[src/rtl/adder_tree_pkg.sv]
// ============================================================================
//  Module      : adder_tree_pkg
//  Description : Shared sizing helpers for the pipelined adder tree.
//  Revision    : 1.0 - initial release
// ============================================================================
`default_nettype none

package adder_tree_pkg;

  localparam int DEFAULT_WIDTH = 8;
  localparam int DEFAULT_N     = 4;

  // Number of register stages needed to reduce n operands to one.
  function automatic int tree_levels(input int n);
    return (n < 2) ? 1 : $clog2(n);
  endfunction

  // Width of the loss-free final sum.
  function automatic int full_width(input int width, input int n);
    return width + tree_levels(n);
  endfunction

  // Bit offset of tree boundary b inside the flat inter-stage bus.
  // Boundary b carries (2**levels >> b) values of width+b bits each.
  function automatic int bus_offset(input int width, input int levels, input int b);
    int off;
    off = 0;
    for (int i = 0; i < b; i++) begin
      off += ((1 << levels) >> i) * (width + i);
    end
    return off;
  endfunction

endpackage

`default_nettype wire

[src/rtl/adder_tree_stage.sv]
// ============================================================================
//  Module      : adder_tree_stage
//  Description : One level of the adder tree: PAIRS registered pairwise sums
//                with a valid bit and local load/advance handshake logic.
//  Revision    : 1.0 - initial release
// ============================================================================
`default_nettype none

module adder_tree_stage #(
  parameter int IN_W  = 8,
  parameter int PAIRS = 2
) (
  input  logic                           clk,
  input  logic                           rst_n,
  input  logic                           up_valid,
  output logic                           up_ready,
  input  logic [2*PAIRS-1:0][IN_W-1:0]   operands,
  output logic                           down_valid,
  input  logic                           down_ready,
  output logic [PAIRS-1:0][IN_W:0]       sums
);

  logic                     valid_q;
  logic                     advance;
  logic                     load;
  logic [PAIRS-1:0][IN_W:0] sums_d;

  // An occupied stage can be refilled in the same cycle it hands its data on,
  // and an empty stage is simply overwritten, which collapses bubbles.
  assign advance    = valid_q && down_ready;
  assign up_ready   = !valid_q || advance;
  assign load       = up_valid && up_ready;
  assign down_valid = valid_q;

  // Pairwise sums, one bit wider than the inputs so nothing is lost.
  always_comb begin
    sums_d = '0;
    for (int p = 0; p < PAIRS; p++) begin
      sums_d[p] = {1'b0, operands[2*p]} + {1'b0, operands[2*p+1]};
    end
  end

  // Occupancy flag: set on load, cleared when the content moves on unreplaced.
  always_ff @(posedge clk or negedge rst_n) begin
    if (!rst_n) begin
      valid_q <= 1'b0;
    end else if (load) begin
      valid_q <= 1'b1;
    end else if (advance) begin
      valid_q <= 1'b0;
    end
  end

  // Partial-sum register, written only on a load so it holds while stalled.
  always_ff @(posedge clk or negedge rst_n) begin
    if (!rst_n) begin
      sums <= '0;
    end else if (load) begin
      sums <= sums_d;
    end
  end

endmodule

`default_nettype wire

[src/rtl/pipelined_adder_tree.sv]
// ============================================================================
//  Module      : pipelined_adder_tree
//  Description : Sums N unsigned WIDTH-bit operands through a registered binary
//                tree (one stage per level) with valid/ready on both sides.
//                Optional macro ADDER_TREE_SAT_EN: saturate a narrowed result
//                instead of wrapping it.
//  Revision    : 1.0 - initial release
// ============================================================================
`default_nettype none

module pipelined_adder_tree
  import adder_tree_pkg::*;
#(
  parameter int WIDTH     = DEFAULT_WIDTH,
  parameter int N         = DEFAULT_N,
  parameter int OUT_WIDTH = full_width(WIDTH, N)
) (
  input  logic                 clk,
  input  logic                 rst_n,
  input  logic                 in_valid,
  output logic                 in_ready,
  input  logic [WIDTH-1:0]     in [N-1:0],
  output logic                 out_valid,
  input  logic                 out_ready,
  output logic [OUT_WIDTH-1:0] sum,
  output logic                 overflow
);

  localparam int LEVELS = tree_levels(N);
  localparam int P      = 1 << LEVELS;
  localparam int FULL_W = full_width(WIDTH, N);
  localparam int BUS_W  = bus_offset(WIDTH, LEVELS, LEVELS + 1);

  // Flat bus holding every tree boundary back to back: padded operands first,
  // then each stage's registered partial sums, ending with the final sum.
  logic [BUS_W-1:0]  tree_bus;
  logic [LEVELS:0]   vld;
  logic [LEVELS:0]   rdy;
  logic [FULL_W-1:0] full_sum;

  assign vld[0]      = in_valid;
  assign in_ready    = rdy[0];
  assign out_valid   = vld[LEVELS];
  assign rdy[LEVELS] = out_ready;

  // Zero-pad the operand set up to a power of two.
  for (genvar j = 0; j < P; j++) begin : g_pad
    if (j < N) begin : g_opnd
      assign tree_bus[j*WIDTH +: WIDTH] = in[j];
    end else begin : g_zero
      assign tree_bus[j*WIDTH +: WIDTH] = '0;
    end
  end

  for (genvar k = 0; k < LEVELS; k++) begin : g_level
    localparam int IN_W    = WIDTH + k;
    localparam int PAIRS   = P >> (k + 1);
    localparam int IN_OFF  = bus_offset(WIDTH, LEVELS, k);
    localparam int OUT_OFF = bus_offset(WIDTH, LEVELS, k + 1);

    adder_tree_stage #(
      .IN_W  (IN_W),
      .PAIRS (PAIRS)
    ) u_stage (
      .clk        (clk),
      .rst_n      (rst_n),
      .up_valid   (vld[k]),
      .up_ready   (rdy[k]),
      .operands   (tree_bus[IN_OFF +: 2*PAIRS*IN_W]),
      .down_valid (vld[k+1]),
      .down_ready (rdy[k+1]),
      .sums       (tree_bus[OUT_OFF +: PAIRS*(IN_W+1)])
    );
  end

  assign full_sum = tree_bus[BUS_W-1 -: FULL_W];

  // Fit the full-precision result into OUT_WIDTH bits.
  if (OUT_WIDTH >= FULL_W) begin : g_full_out
    assign sum      = full_sum;
    assign overflow = 1'b0;
  end else begin : g_narrow_out
    assign overflow = |full_sum[FULL_W-1:OUT_WIDTH];
`ifdef ADDER_TREE_SAT_EN
    assign sum = overflow ? {OUT_WIDTH{1'b1}} : full_sum[OUT_WIDTH-1:0];
`else
    assign sum = full_sum[OUT_WIDTH-1:0];
`endif
  end

endmodule

`default_nettype wire

[config.mk]
export PLATFORM = sky130hd
export DESIGN_NAME = pipelined_adder_tree
export DESIGN_NICKNAME = d
export VERILOG_FILES = /design/src/rtl/adder_tree_pkg.sv /design/src/rtl/adder_tree_stage.sv /design/src/rtl/pipelined_adder_tree.sv
export SDC_FILE = /design/constraint.sdc
export NUM_CORES = 1
export LEC_CHECK = 0
export BUFFER_PORTS_ARGS = -buffer_cell sky130_fd_sc_hd__buf_2
export CAP_MARGIN = 20
export CORE_MARGIN = 2
export CORE_UTILIZATION = 30
export CTS_CLUSTER_SIZE = 10
export DETAILED_ROUTE_END_ITERATION = 16
export GPL_TIMING_DRIVEN = 0
export RECOVER_POWER = 50
export SLEW_MARGIN = 40
export SYNTH_ARGS = -nofsm -noshare
export SYNTH_HDL_FRONTEND = slang
export SYNTH_SLANG_ARGS = --single-unit
[constraint.sdc]
create_clock -name clk -period 2.55 [get_ports clk]
set_clock_uncertainty 0.2 [all_clocks]
set_input_delay 0.1275 -clock clk [delete_from_list [all_inputs] [get_ports clk]]
set_output_delay 0.1275 -clock clk [all_outputs]
set_load 0.05 [all_outputs]
==> flow_summary_export.csv <==
group,metric,value,unit
sta,post-route-period-util,93.2,%
clock_network,htreeDepth,2,
critical_path,critPathCaptureType,"flip-flop",
drt,drt-pass1-iter-count,4,
critical_path,r2r_slack,0.42,ns
drt,drc,0,
synth,async_flop_share,100,%
placement,placed_cell_area,2530,sq um
sta,finalSetupTns,0,ns
sta,hold_viol,0,
sta,slew_headroom,-7.19,%
cells_and_area,drive_above_1_share,20.3,%
critical_path,path_class,"primary input to flip-flop",
power_and_ir_drop,ir_worst_vdd,0.212,mV
drt,first_iter_violations,27,
synth,syn-num-nets,299,
synth,synth_edf_count,0,
placement,dp_cells,381,
clock_network,post-cts-setup-buffers,0,
min_path,min_path_type,"primary input to flip-flop",
grt,overflow,0,
floorplan,die-area,7950,sq um
cells_and_area,seq_area,751,sq um
cells_and_area,fin_area,2680,sq um
synth,synth_area_leader_cell,"dfrtp_1",
clock_network,cts_inserted_buffers,5,
drt,wirelength,4.94,mm
floorplan,pin_count,49,
job,maxCapViolCount,1,
grt,grtUsageTotal,13.9,%
critical_path,cp_slowest_cell,"dlygate4sd3_1",
clock_network,insertion_delay,0.29,ns
synth,synthTopCellsByCount,"43 x nand2_1, 30 x dfrtp_1, 25 x ha_1",
critical_path,regToRegEndpoint,"g_level[1].u_stage.sums[8]",
clock_network,clock_path_buffers,2,
critical_path,timing.rr.start,"g_level[0].u_stage.sums[0]",
synth,synth_top_area_share,34.5,%
sta,rsz0062_at_grt,"no",
critical_path,cp.arrival,2.35,ns
outcome,violations,"capacitance limit, slew limit",
floorplan,coreArea,7140,sq um
outcome,outcome,"complete, but fails checks",
drt,vias,1893,
synth,ys_types,51,
cells_and_area,multi_input_area,1360,sq um
grt,grt_max_degree,31,
cells_and_area,fill_cells,760,
critical_path,cp_cell_sequence,"dlygate4sd3_1 -> buf_2 -> ha_1 -> fa_1 -> a21oi_2 -> o21ai_1 -> o311a_1 -> o31a_1",
synth,synth-seq-cells,30,
sta,maxSlewViolCount,31,
power_and_ir_drop,cellPowerDensity,798,nW/um^2
grt,antenna_found_initial,0,
synth,netlist_instances,235,
sta,worstMarginPinSlew,1.61,ns
placement,port_buffers,47,
synth,synth_most_common_cell,"nand2_1",
cells_and_area,instances_no_fill,395,
clock_network,clk_pin_slew_worst_paths,0.07,ns
cells_and_area,layout.nets,359,
drt,antenna_left,0,
critical_path,cp-endpoint,"g_level[0].u_stage.sums[17]",
clock_network,cts_tree,"built",
cells_and_area,postLayoutCoreUtil,37.6,%
synth,yosysWarnings,0,
synth,synth.top_cells.by_area,"dfrtp_1 35%, ha_1 14%, nand2_1 7.4%, o31ai_1 3.1%, fa_1 2.8%",
placement,dp_hpwl,4.07,mm
floorplan,die_h,89.1,um
synth,synth_flop_cell,"dfrtp_1",
drt,viasPerCell,4.79,
synth,syn_avg_cell_area,9.25,sq um
critical_path,setup.worst_path.start,"in[24]",
cells_and_area,areaGrowthSynthToFinish,23.4,%
sta,period_needed,2.38,ns
critical_path,slowest_delay,0.53,ns
critical_path,cp-start-kind,"primary input",
floorplan,chipWidth,89.1,um
floorplan,start_util,30.5,%
sta,max_freq,0.421,GHz
cells_and_area,antenna-diode-count,0,
synth,syn_area,2170,sq um
power_and_ir_drop,power.leakage,1.27,nW
grt,grt_pass1_vias,1886,
drt,wire_per_inst,12.5,um
grt,grt_pass1_wl,8.56,mm
clock_network,root_buffer,"clkbuf_8",
critical_path,worstRegToRegCells,6,
critical_path,crit_path_max_fanout,3,
floorplan,rows,31,
synth,yosysSeqAreaShare,34.5,%
critical_path,required,2.53,ns
clock_network,clock-sinks,30,
placement,place.gp.congestion,0.807,
sta,final-setup-viol-count,0,
[power breakdown]
group,switching [W],internal (W),total (W)
logic,0.000686,0.000372,0.00106
registers,0.0000777,0.000608,0.000685
clock network,0.000181,0.000216,0.000397
[area by class of cell]
class                           count  area share, %
Clock buffer                        6           3.08
Sequential cell                    30           28.0
Tap cell                           99           4.62
Multi-Input combinational cell    190           50.6
Timing Repair Buffer               53           10.8
Inverter                            9           1.26
Clock inverter                      2          0.466
Buffer                              6           1.26
[cell families after synthesis]
kind of cell	after synthesis	synth area share, %
adder cells (fa/ha/maj)	28	17.1
other	1	0.172
flip-flops	30	34.5
buffers and inverters	15	3.11
AO/OA/AOI/OAI	80	26.6
AND/OR/NAND/NOR	76	16.5
XOR/XNOR	5	2.01
[through the flow]
stage	setup slack, ns	hold slack, ns	total power [W]
after CTS	0.112	0.00744	0.00217
final	0.174	0.0334	0.00214
after global placement	0.374	-0.00449	0.00174
after global routing	0.0242	0.0754	0.00231
after detailed placement	0.340	0.00288	0.00176
after floorplan	0.438	-0.368	0.00149
[state kept, by name, summed over array words and instances, names as in the netlist]
name,count
g_level.u_stage.down_valid,2
g_level.u_stage.sums,28
[routing by layer]
layer / global-route usage (%) / vias up / wire length [um]
li1: - / 990 / -
met1: 17.9 / 858 / 2410
met2: 22.5 / 40 / 2210
met3: 3.32 / 5 / 235
met4: 5.16 / 0 / 87
met5: 0 / - / 0
[cell usage in the layout (no fill, tap or decap), types with 4 or more instances in the layout]
master	netlist	layout
nor2_1	8	8
o21ai_1	7	7
a21o_1	4	4
o21ai_0	8	8
clkbuf_1	1	6
a21oi_1	10	9
nand2_1	43	43
inv_1	9	9
a211oi_1	5	5
clkbuf_8	0	6
o31ai_1	9	9
ha_1	25	25
dfrtp_1	30	30
o211ai_1	5	5
xnor2_1	4	4
nand2b_1	4	4
buf_2	3	45
o21a_1	5	5
dlygate4sd3_1	0	6
[worst max-delay path: cells and delay by family]
family	cells	cell delay [ns]
fa+ha+maj	2	0.65
buf+inv	2	0.65
compound gates	4	0.93
[worst min path at each step]
stage / from / end / cells past startpoint
after floorplan: rst_n / g_level[0].u_stage.down_valid / 0
after global placement: rst_n / g_level[1].u_stage.down_valid / 1
after detailed placement: rst_n / g_level[1].u_stage.down_valid / 1
after CTS: out_ready / g_level[0].u_stage.down_valid / 3
after global routing: out_ready / g_level[1].u_stage.down_valid / 3
final: in[13] / g_level[0].u_stage.sums[5] / 3
[repair_timing]
action	CTS	global route
resized for setup	0	1
hold buffers	6	0
endpoints found under the setup margin	0	1
hold endpoints to repair	33	0
Note: power is estimated with default switching activity, not from simulation.
